File: config.mk
export PLATFORM = sky130hd
export DESIGN_NAME = mux_nway_reg
export DESIGN_NICKNAME = d
export VERILOG_FILES = /design/src/rtl/mux_nway_reg.sv
export SDC_FILE = /design/constraint.sdc
export NUM_CORES = 1
export LEC_CHECK = 0
export CAP_MARGIN = 0
export CORE_ASPECT_RATIO = 0.75
export CORE_MARGIN = 2
export CORE_UTILIZATION = 35
export CTS_BUF_LIST = sky130_fd_sc_hd__clkbuf_2
export DETAILED_ROUTE_END_ITERATION = 10
export DONT_BUFFER_PORTS = 1
export GPL_TIMING_DRIVEN = 1
export PLACE_DENSITY = 0.63
export SLEW_MARGIN = 30
export SYNTH_ARGS = -nofsm -noshare
export SYNTH_HDL_FRONTEND = slang
export SYNTH_SLANG_ARGS = --single-unit
File: constraint.sdc
create_clock -name clk -period 1.65 [get_ports clk]
set_input_delay 0.2475 -clock clk [delete_from_list [all_inputs] [get_ports clk]]
set_output_delay 0.2475 -clock clk [all_outputs]
set_load 0.02 [all_outputs]
File: src/rtl/mux_nway_reg.sv
// Registered N-way multiplexer with valid/ready handshakes on every channel and on the output.
// The winning channel comes either from an external select or from a round-robin pointer.
module mux_nway_reg #(
    parameter int WIDTH = 32,
    parameter int WAYS  = 4,
    parameter int MODE  = 0,
    parameter int SELW  = $clog2(WAYS)
) (
    input  logic                    clk,
    input  logic                    reset_n,
    input  logic [WAYS*WIDTH-1:0]   in_data,
    input  logic [WAYS-1:0]         in_valid,
    output logic [WAYS-1:0]         in_ready,
    input  logic [SELW-1:0]         sel,
    output logic [WIDTH-1:0]        out_data,
    output logic                    out_valid,
    input  logic                    out_ready,
    output logic [SELW-1:0]         out_src
);

    logic               out_valid_reg;
    logic [WIDTH-1:0]   out_data_reg;
    logic [SELW-1:0]    out_src_reg;

    logic               can_load;
    logic               grant_valid;
    logic [SELW-1:0]    grant_idx;
    logic               load;
    logic [WIDTH-1:0]   grant_word;

    assign can_load = !out_valid_reg || out_ready;
    // Reset gating keeps in_ready low while reset_n is asserted, even if a word is still held.
    assign load     = reset_n && can_load && grant_valid;

    generate
        if (MODE == 0) begin : g_ext
            // An out-of-range sel matches no channel, so nothing is granted.
            always_comb begin
                grant_valid = 1'b0;
                grant_idx   = '0;
                for (int i = 0; i < WAYS; i++) begin
                    if (sel == SELW'(i) && in_valid[i]) begin
                        grant_valid = 1'b1;
                        grant_idx   = SELW'(i);
                    end
                end
            end
        end else begin : g_rr
            logic [SELW-1:0] ptr_reg;
            logic [SELW-1:0] ptr_next;

            // Scan from the farthest position back to ptr so the last hit is the first in order.
            always_comb begin
                grant_valid = 1'b0;
                grant_idx   = '0;
                for (int k = WAYS - 1; k >= 0; k--) begin
                    int idx;
                    idx = int'(ptr_reg) + k;
                    if (idx >= WAYS) begin
                        idx = idx - WAYS;
                    end
                    if (in_valid[idx]) begin
                        grant_valid = 1'b1;
                        grant_idx   = SELW'(idx);
                    end
                end
            end

            assign ptr_next = (grant_idx == SELW'(WAYS - 1)) ? '0 : grant_idx + SELW'(1);

            always_ff @(posedge clk) begin
                if (!reset_n) begin
                    ptr_reg <= '0;
                end else if (load) begin
                    ptr_reg <= ptr_next;
                end
            end
        end
    endgenerate

    genvar gi;
    generate
        for (gi = 0; gi < WAYS; gi++) begin : g_ready
            assign in_ready[gi] = load && (grant_idx == SELW'(gi));
        end
    endgenerate

    always_comb begin
        grant_word = '0;
        for (int i = 0; i < WAYS; i++) begin
            if (grant_idx == SELW'(i)) begin
                grant_word = in_data[i*WIDTH +: WIDTH];
            end
        end
    end

    // A load takes priority over a drain, which gives back-to-back transfers at full rate.
    always_ff @(posedge clk) begin
        if (!reset_n) begin
            out_valid_reg <= 1'b0;
            out_data_reg  <= '0;
            out_src_reg   <= '0;
        end else if (load) begin
            out_valid_reg <= 1'b1;
            out_data_reg  <= grant_word;
            out_src_reg   <= grant_idx;
        end else if (out_ready) begin
            out_valid_reg <= 1'b0;
        end
    end

    assign out_valid = out_valid_reg;
    assign out_data  = out_data_reg;
    assign out_src   = out_src_reg;

endmodule

==> results.rst <==
.. list-table::
   :header-rows: 1

   * - Metric
     - Value
   * - Result of the run
     - finished clean
   * - Number of gates on the worst path with buffers counted
     - 3
   * - DRC Markers
     - 0
   * - Detailed router's first-iteration violation count
     - a little over 90
   * - Effective utilization at floorplan
     - between 30% and 40%
   * - Setup repair after global routing missed its margin
     - no
   * - Cell Pwr Density
     - 892.4 mW/mm²
   * - Vertical extent of the die
     - 70.31 µm
   * - Antenna violation net count after detailed routing
     - 0
   * - Number of cells traversed by the worst hold path
     - 2
   * - Synth Net Count
     - 406
   * - Type of the tightest min-delay check
     - input port to flip-flop
   * - Largest buffer count on any clock path
     - 2
   * - Number of diodes
     - 0
   * - Number of synthesized register bits
     - 35
   * - Worst setup SP type
     - flip-flop
   * - Worst setup path class
     - flip-flop to output port
   * - I/O pin cnt
     - 176
   * - Clock latency reported for the late side of the worst-skew pair
     - 360 ps
   * - Max Transition Viols Final
     - 0
   * - Sinks on Clock Net
     - 35
   * - Cell chosen for the clock root
     - sky130_fd_sc_hd__clkbuf_2
   * - Worst R2R End
     - out_data[7]
   * - Critical path launch point
     - out_valid
   * - Number of flip-flops under the largest register name
     - 32
   * - Portion of synthesized cell area occupied by the leading cell type
     - about a third
   * - Hold Path End
     - out_data[27]
   * - Transition time of the tightest slew-check pin
     - between 300 and 400 ps
   * - Crit path arrival time
     - 1250 ps
   * - Minimum clock period
     - between 1000 and 1500 ps
   * - Yosys warning count
     - 0
   * - Number of antenna violations at the first check in global routing
     - 0
   * - Worst Reg-to-Reg Cells
     - 6
   * - Largest net degree at the start of global routing
     - 34
   * - Cell type with the highest aggregate area in the netlist
     - sky130_fd_sc_hd__dfxtp_1
   * - Global-route wire length before repair
     - 9.770 mm
   * - Worst Path Required
     - 1400 ps
   * - Count of non-filler cells in the finished layout
     - 347
   * - Final number of hold-violating endpoints
     - 0
   * - Synthesized cell area
     - 0.002052 mm²
   * - Total detailed-routing wirelength
     - around 6.5 mm
   * - Critical path buffer and inverter count
     - 0
   * - Detailed Routing Iterations Pass 1
     - 4
   * - Dominant cells by area after synthesis
     - sky130_fd_sc_hd__dfxtp_1 34%, sky130_fd_sc_hd__o21ai_0 18%, sky130_fd_sc_hd__a221oi_1 13%, sky130_fd_sc_hd__nand2_1 10%, sky130_fd_sc_hd__mux2_2 3.8%
   * - Number of buffer cells added on primary ports
     - 0
   * - Source of the worst hold timing path
     - reset_n
   * - Routed via count divided by cell count
     - approximately 6
   * - Sort of element at the end of the critical path
     - output port
   * - Worst supply voltage drop on vdd
     - 332.3 µV
   * - FP Rows
     - 24
   * - Sequential element share of the synthesized area
     - 34.15%
   * - Routed WL per cell
     - 18.74 µm
   * - CTS H-Tree Depth
     - 2
   * - Worst slew slack as a fraction of its limit
     - about four fifths
   * - TritonCTS clock tree
     - built
   * - Die footprint
     - 0.006498 mm²
   * - Final period util
     - 90.49%
   * - Post-Synthesis Cells
     - 269
   * - Detailed-placement wirelength estimate
     - 4.791 mm
   * - Overflow left after global routing
     - 0
   * - Number of placed cells counting well taps
     - 336
   * - Total Routing Usage GR
     - slightly below 20%
   * - Most frequent standard cell in the layout excluding fill and tap cells
     - sky130_fd_sc_hd__o21ai_0
   * - Cell chain of the critical path
     - nand2b_4 > and3_4 > and2_4
   * - Slowest cell on the critical path
     - sky130_fd_sc_hd__dfxtp_1
   * - Horiz. Die Dim
     - 92.42 µm
   * - Max-capacitance violation count
     - 0
   * - Post-Route Utilization
     - 39.86%
   * - Share of cells above drive strength 1
     - around 16%
   * - Clock skew after layout
     - between 10 and 15 ps
   * - Crit-path max FO
     - 4
   * - Total core area
     - 0.005736 mm²
   * - Inserted Clock Buffers
     - 5
   * - Register clock-pin slew on the reported worst setup and hold paths
     - 180 ps
   * - Number of nets in the layout
     - 405
   * - P&R area growth vs syn
     - 11.40%
   * - Critical path's largest stage delay
     - 370 ps
   * - Leakage power summed over all cells
     - 0.0008275 µW
   * - Synthesized area per cell
     - roughly 7.6 µm²
   * - Total via count in the routed design
     - 2086
   * - Peak Freq
     - 669.8 MHz
   * - Start of the worst register-to-register path
     - out_valid
   * - Via count of the first global-routing pass
     - 1891
   * - Number of library cell types mapped by synthesis
     - 29
   * - Kind of cell adding the most delay to the critical path
     - simple AND/OR/NAND/NOR gates
   * - Most frequent cells in the layout
     - 75 x sky130_fd_sc_hd__o21ai_0, 57 x sky130_fd_sc_hd__nand2_1, 35 x sky130_fd_sc_hd__dfxtp_1
   * - R2R Setup Slk
     - 320 ps
   * - Gp weighted congestion
     - around 0.78
   * - Setup violation total in the final timing report
     - 0
timing repair:
item | in CTS | in global routing
pin swaps | 1 | 0
gates resized for setup | 2 | 3
hold buffers | 1 | 0
hold endpoints to repair | 5 | 0
buffers inserted | 2 | 0
setup endpoints to repair | 4 | 4
layout make-up:
| class | count | area (µm²) |
|---|---|---|
| flip-flops and latches | 35 | 700.7 |
| multi-input cells | 209 | 1256 |
| clock buffers | 5 | 25.02 |
| repair buffers | 17 | 167.7 |
| fillers | 607 | 3450 |
| clock inverters | 3 | 38.79 |
| well taps | 78 | 97.59 |
synthesized netlist by cell type (all sizes together):
cell type,count
nand2b,2
nor2,2
clkbuf,14
o21ai,81
mux2,7
nand2,57
and3,2
buf,11
and2,3
a221oi,30
a222oi,2
a21boi,2
o31ai,1
o21a,1
nor2b,1
a21oi,10
and3b,1
nand3b,1
mux4,1
o211a,1
nand3,3
dfxtp,35
mux2i,1
cells by family after synthesis:
family,after synthesis,share of synthesized area [%]
compound gates,128,38.66
mux,9,5.427
flops,35,34.15
buf+inv,25,6.341
simple gates,72,15.43
worst max path at each step:
stage	endpoint	slack, ps
floorplan	in_ready[0]	-60
global placement	in_ready[3]	160
detailed placement	in_ready[3]	140
CTS	in_ready[3]	4
global route	in_ready[3]	30
finish	in_ready[2]	160
stage by stage:
step	hold slack (ps)	worst slack, ps	total power (µW)	TNS [ps]	cell area [µm²]
floorplan	443.3	-61.96	1403	-123.9	2061
global placement	373.3	160.4	1493	0	2172
detailed placement	373.2	137.5	1501	0	2172
CTS	2.124	3.619	2087	0	2268
global route	8.011	30.14	2182	0	2286
finish	52.80	157.0	2040	0	2286
power by group:
| group | internal [µW] | switching, µW | leakage (µW) |
|---|---|---|---|
| clock network | 250 | 294 | 0.0000404 |
| logic | 186 | 213 | 0.000499 |
| registers | 933 | 164 | 0.000289 |
worst reg2reg max path, stage by stage, from the launching register on:
cell	delay, ps
sky130_fd_sc_hd__dfxtp_1	370
sky130_fd_sc_hd__nand2b_4	110
sky130_fd_sc_hd__and3_4	220
sky130_fd_sc_hd__buf_4	150
sky130_fd_sc_hd__buf_12	150
sky130_fd_sc_hd__o21ai_0	90
sky130_fd_sc_hd__o21ai_0	160
per-layer routing:
layer	GRT usage, %	up-vias	wire, µm
met5	0	-	0
met4	5.638	0	43
met3	7.120	5	804
met2	30.82	125	3024
met1	24.25	959	2631
li1	-	997	-
Note: power is estimated with default switching activity, not from simulation.
